**config.mk**
```make
export PLATFORM = sky130hd
export DESIGN_NAME = reg16_serializer
export DESIGN_NICKNAME = d
export VERILOG_FILES = /design/src/rtl/reg16_serializer.sv
export SDC_FILE = /design/constraint.sdc
export NUM_CORES = 1
export LEC_CHECK = 0
export CELL_PAD_IN_SITES_DETAIL_PLACEMENT = 0
export CELL_PAD_IN_SITES_GLOBAL_PLACEMENT = 1
export CORE_ASPECT_RATIO = 0.7
export CORE_MARGIN = 4
export CORE_UTILIZATION = 39
export DETAILED_ROUTE_END_ITERATION = 8
export PLACE_DENSITY = 0.79
export SYNTH_ARGS = -nofsm -noshare
export SYNTH_HDL_FRONTEND = slang
export SYNTH_SLANG_ARGS = --single-unit
```
**constraint.sdc**
```tcl
create_clock -name clk -period 4.4 [get_ports clk]
set_clock_uncertainty 0.1 [all_clocks]
set_input_delay 0.88 -clock clk [delete_from_list [all_inputs] [get_ports clk]]
set_output_delay 0.88 -clock clk [all_outputs]
set_load 0.005 [all_outputs]
```
**src/rtl/reg16_serializer.sv**
```systemverilog
// reg16_serializer: unloads a parallel word one bit at a time over a valid/ready stream.
// Define SER_PARITY_EN to append an even-parity bit, making each frame WIDTH+1 bits long.
module reg16_serializer #(
  parameter int WIDTH     = 16,
  parameter int LSB_FIRST = 1
) (
  input  logic             clk,
  input  logic             reset,
  input  logic [WIDTH-1:0] in,
  input  logic             in_valid,
  output logic             in_ready,
  output logic             out_bit,
  output logic             out_valid,
  input  logic             out_ready,
  output logic             out_last,
  output logic             busy
);

  localparam int            CW       = (WIDTH > 1) ? $clog2(WIDTH) : 1;
  localparam logic [CW-1:0] LAST_IDX = CW'(WIDTH - 1);

`ifdef SER_PARITY_EN
  typedef enum logic [1:0] {IDLE, SHIFT, PARITY} state_t;
`else
  typedef enum logic {IDLE, SHIFT} state_t;
`endif

  state_t            state;
  state_t            state_next;
  logic [WIDTH-1:0]  sreg;
  logic [CW-1:0]     count;
  logic              capture;
  logic              handshake;
`ifdef SER_PARITY_EN
  logic              parity_bit;
`endif

  // The bit under presentation always sits at the exit end of sreg, so a
  // stall simply leaves sreg untouched and out_bit cannot change.
  always_comb begin
    state_next = state;
    in_ready   = 1'b0;
    out_bit    = 1'b0;
    out_valid  = 1'b0;
    out_last   = 1'b0;
    busy       = 1'b0;
    capture    = 1'b0;
    handshake  = 1'b0;

    case (state)
      IDLE: begin
        in_ready = !reset;
        capture  = !reset && in_valid;
        if (capture) state_next = SHIFT;
      end
      SHIFT: begin
        out_valid = 1'b1;
        busy      = 1'b1;
        out_bit   = (LSB_FIRST != 0) ? sreg[0] : sreg[WIDTH-1];
        handshake = out_ready;
`ifdef SER_PARITY_EN
        if (out_ready && count == LAST_IDX) state_next = PARITY;
`else
        out_last  = (count == LAST_IDX);
        if (out_ready && count == LAST_IDX) state_next = IDLE;
`endif
      end
`ifdef SER_PARITY_EN
      PARITY: begin
        out_valid = 1'b1;
        busy      = 1'b1;
        out_bit   = parity_bit;
        out_last  = 1'b1;
        handshake = out_ready;
        if (out_ready) state_next = IDLE;
      end
`endif
      default: state_next = IDLE;
    endcase
  end

  // Reset wins over capture and handshake; the counter saturates at the last
  // index so it never wraps inside a frame.
  always_ff @(posedge clk) begin
    if (reset) begin
      state <= IDLE;
      sreg  <= '0;
      count <= '0;
`ifdef SER_PARITY_EN
      parity_bit <= 1'b0;
`endif
    end else begin
      state <= state_next;
      if (capture) begin
        sreg  <= in;
        count <= '0;
`ifdef SER_PARITY_EN
        parity_bit <= ^in;
`endif
      end else if (state == SHIFT && handshake) begin
        sreg <= (LSB_FIRST != 0) ? (sreg >> 1) : (sreg << 1);
        if (count != LAST_IDX) count <= count + CW'(1);
      end
    end
  end

endmodule
```
======== Word level (Yosys, flattened, before mapping) ========
Index checks and enable logic that the tools add are counted.
storage, ports and cells
  bits in registers ....................... 21
  bits of input ports ..................... 20
  output and inout port bits .............. 5
  word-level logic and storage cells ...... 25
operators by class
  add/sub/neg operators ................... 1
  eq/ne operators ......................... 2
  mux-type cells .......................... 11
  bitwise operators ....................... 1
  reduce and logical (&&, ||, !) cells .... 7
operator list
  kind                                                            number
  16-bit two-way mux                                              2
  1-bit two-way mux                                               8
  4-bit by 1-bit adder with 4-bit output (second input constant)  1
  4-bit equality test (second input constant)                     1
  4-bit != test (second input constant)                           1
  1-bit logical AND                                               3
  1-bit case mux with 2 select lines                              1
  2-bit AND reduction                                             1
  2-bit nonzero test                                              1
  2-bit OR reduction                                              1
  1-bit zero test                                                 1
  1-bit NOT                                                       1

======== Depth between registers and ports, before layout ========
  depth after elaboration ................. 4
  gate-level depth with buffers ........... 6
  gate-level depth less buffers ........... 4

======== Worst setup path before layout ========
OpenSTA, ideal clock, no wires.
  kind .................................... input to output
  start point ............................. in reset
  end point ............................... out in_ready
  arrival time ............................ 1.394 ns
  required time ........................... 3.420 ns
  path slack .............................. 2.026 ns
  stages .................................. 3
  buffers on the path ..................... 2
  cells stage by stage .................... buf_2 > buf_2 > nor2_1
between the ends
  cells in the longest elaborated chain, start to end .. 2
ends and longest elaborated chain
  element            line  RTL
  from (decl)        8     input logic reset,
  1-bit zero test    52    in_ready = !reset;
  1-bit two-way mux  50    case (state)
  to (decl)          11    output logic in_ready,
Every way passes these cells.

======== Worst setup path in the final report ========
Same ends and word-level chain as after synthesis.

==> results.json <==
{
  "dp_slack_ps": 1260,
  "area_growth_pct": 22.8,
  "cp.depth": 4,
  "dpl.hpwl_um": 1510,
  "powerDensity_nw_per_um2": 298,
  "rows": 15,
  "cp-end-kind": "primary output",
  "cp_cell_sequence": "clkdlybuf4s50_1 -> buf_4 -> nor2_1 -> clkdlybuf4s50_1",
  "fp.dieW_um": 70.1,
  "min_period_ps": 3130,
  "insertion_delay_ps": 260,
  "reg2regPathDepth": 3,
  "crit_family": "buffers and inverters",
  "rsz0062_at_grt": "no",
  "drive_gt1_share_pct": 20.5,
  "layout.cells.most_common": "clkdlybuf4s50_1",
  "diodes": 0,
  "vias": 850,
  "track_usage_pct": 14.0,
  "postCtsHoldBufs": 0,
  "wl_per_cell_um": 14.1,
  "irDropWorstVdd_mv": 0.166,
  "syn_avg_cell_area_um2": 9.67,
  "fillCellCount": 245,
  "max_stage_delay_ps": 450,
  "dieHeight_um": 51.5,
  "hold_ws_ps": 358,
  "max-slew-margin-rel_pct": 33.5,
  "syn_area_um2": 1050,
  "rr_startpoint": "state",
  "worstHoldPathCells": 2,
  "ant_nets": 0,
  "finalCritPeriodShare_pct": 71.2,
  "yosys_warnings": 0,
  "cap_violations": 0,
  "htreeDepth": 1,
  "grt_pass1_vias": 911,
  "clock.fmax_ghz": 0.319,
  "setup_ws_ps": 1270,
  "via_per_inst": 5.28,
  "power_leakage_nw": 0.412,
  "core_area_um2": 2510,
  "cts_setup_buffers": 0,
  "cts-root-buf": "clkbuf_8",
  "crit_type": "input pin to primary output",
  "nets": 149,
  "grt_antenna_before_repair": 0,
  "cp_num_buf_inv": 3,
  "drt_wl_total_um": 2270,
  "clk_path_buf_depth": 2,
  "cts_sinks": 21,
  "grt_max_degree": 22,
  "cts_tree": "yes",
  "dieArea_um2": 3610,
  "ys_ff_latch": 21,
  "final_cell_mix": "24 x clkdlybuf4s50_1, 21 x dfxtp_1, 13 x a22oi_1",
  "worst_pin_slew_ps": 994,
  "ys_types": 26,
  "overflow": 0,
  "synth_nets": 130,
  "ys_seq_area_share_pct": 39.9,
  "critPathMaxFanout": 21,
  "grt_pass1_wl_um": 4000,
  "cts_inserted_buffers": 3,
  "clkSlewWorstSetupHoldPaths_ps": 70,
  "tns_ps": 0,
  "remaining_drc_errors": 0,
  "syn_inst": 109,
  "worst_path_most_repeated_cell": "clkdlybuf4s50_1",
  "r2r_slack_ps": 2500,
  "cp.arrival_ps": 2150,
  "cp_data_required_time_ps": 3420,
  "met2_usage_pct": 24.3,
  "final_hold_viol_count": 0,
  "status": "completed",
  "cp_slowest_cell": "clkdlybuf4s50_1",
  "grt-busiest-layer": "met2",
  "gp_congestion": 0.822,
  "min_path_type": "flip-flop to flip-flop",
  "ios": 25,
  "startpoint_type": "input pin",
  "post_cts_resized": 0,
  "dr.pass1.iters": 4,
  "setup-violations-final": 0,
  "grt.met1_usage_pct": 16.3,
  "maxSlewViolCount": 0,
  "instances_no_fill": 161,
  "min_from": "sreg[10]",
  "hold_end": "sreg[9]",
  "post-place-cells": 157,
  "drt_iter0_drc": 79,
  "initial_core_util_pct": 41.9,
  "r2r_end": "count[0]",
  "grt.met3_usage_pct": 4.72,
  "portBuffers": 24,
  "fin_util_pct": 51.4
}
-- state kept, by name, summed over array words and instances, names as in the netlist --
| register | count |
|---|---|
| state | 1 |
| sreg | 16 |
| count | 4 |
-- area by class of cell --
cell class,instances,area [um^2],area share [%]
multi-input combinational,76,533,41.2
timing repair buffer,25,248,19.1
inverter,1,3.75,0.290
sequential,21,420,32.5
tap,34,42.5,3.29
clock inverter,1,5.00,0.387
clock buffer,3,41.3,3.19
-- worst min-delay path: cells and delay by family, from the launching register on --
family / cells / cell delay [ps]
compound gates: 1 / 50
flops: 1 / 310
simple gates: 1 / 50
-- worst max-delay path by stage --
stage,endpoint,slack [ps],startpoint
6_report,in_ready,1270,reset
5_1_grt,in_ready,1200,reset
4_1_cts,in_ready,1260,reset
3_5_place_dp,in_ready,1260,reset
3_3_place_gp,in_ready,1270,reset
2_1_floorplan,in_ready,2030,reset
-- power by group --
group	internal, mW	switching (mW)	leakage [nW]	total, mW
Sequential	0.198	0.00608	0.171	0.204
Combinational	0.0298	0.0275	0.216	0.0573
Clock	0.0630	0.0611	0.0255	0.124
Total	0.291	0.0947	0.412	0.386
-- cell families (layout without fill, tap and decap cells) --
| family | count (synthesis) | after routing | share of synthesized area (%) |
|---|---|---|---|
| AO/OA/AOI/OAI | 40 | 40 | 27.1 |
| AND/OR/NAND/NOR | 35 | 35 | 22.3 |
| flip-flops | 21 | 21 | 39.9 |
| buffers and inverters | 12 | 30 | 9.50 |
| adder cells (fa/ha/maj) | 1 | 1 | 1.19 |
-- metrics by stage --
stage | area, um^2 | power [mW]
final | 1290 | 0.386
after detailed placement | 1250 | 0.266
after global placement | 1250 | 0.265
after floorplan | 1050 | 0.245
after global routing | 1290 | 0.407
after CTS | 1290 | 0.393
-- routing by layer --
| layer | up-vias | share of wire, % |
|---|---|---|
| met1 | 393 | 48 |
| met3 | 2 | 4.6 |
| met4 | 0 | 0.57 |
| met5 | - | 0 |
| met2 | 16 | 47 |
| li1 | 439 | - |
-- synth_stat cells (all sizes together) --
master / n / area [um^2]
dfxtp: 21 / 420
a21oi: 19 / 133
nand3: 17 / 135
a22oi: 13 / 97.6
buf: 11 / 96.3
nor2: 5 / 18.8
nand2: 4 / 15.0
a211oi: 3 / 22.5
and2: 2 / 12.5
nor3: 2 / 10.0
o21ai: 2 / 10.0
a21o: 1 / 7.51
a41oi: 1 / 8.76
and3: 1 / 6.26
and4b: 1 / 10.0
ha: 1 / 12.5
inv: 1 / 3.75
nor3b: 1 / 12.5
o22ai: 1 / 6.26
or3: 1 / 6.26
or3b: 1 / 8.76
No activity file was read; power rests on OpenSTA's default activity.
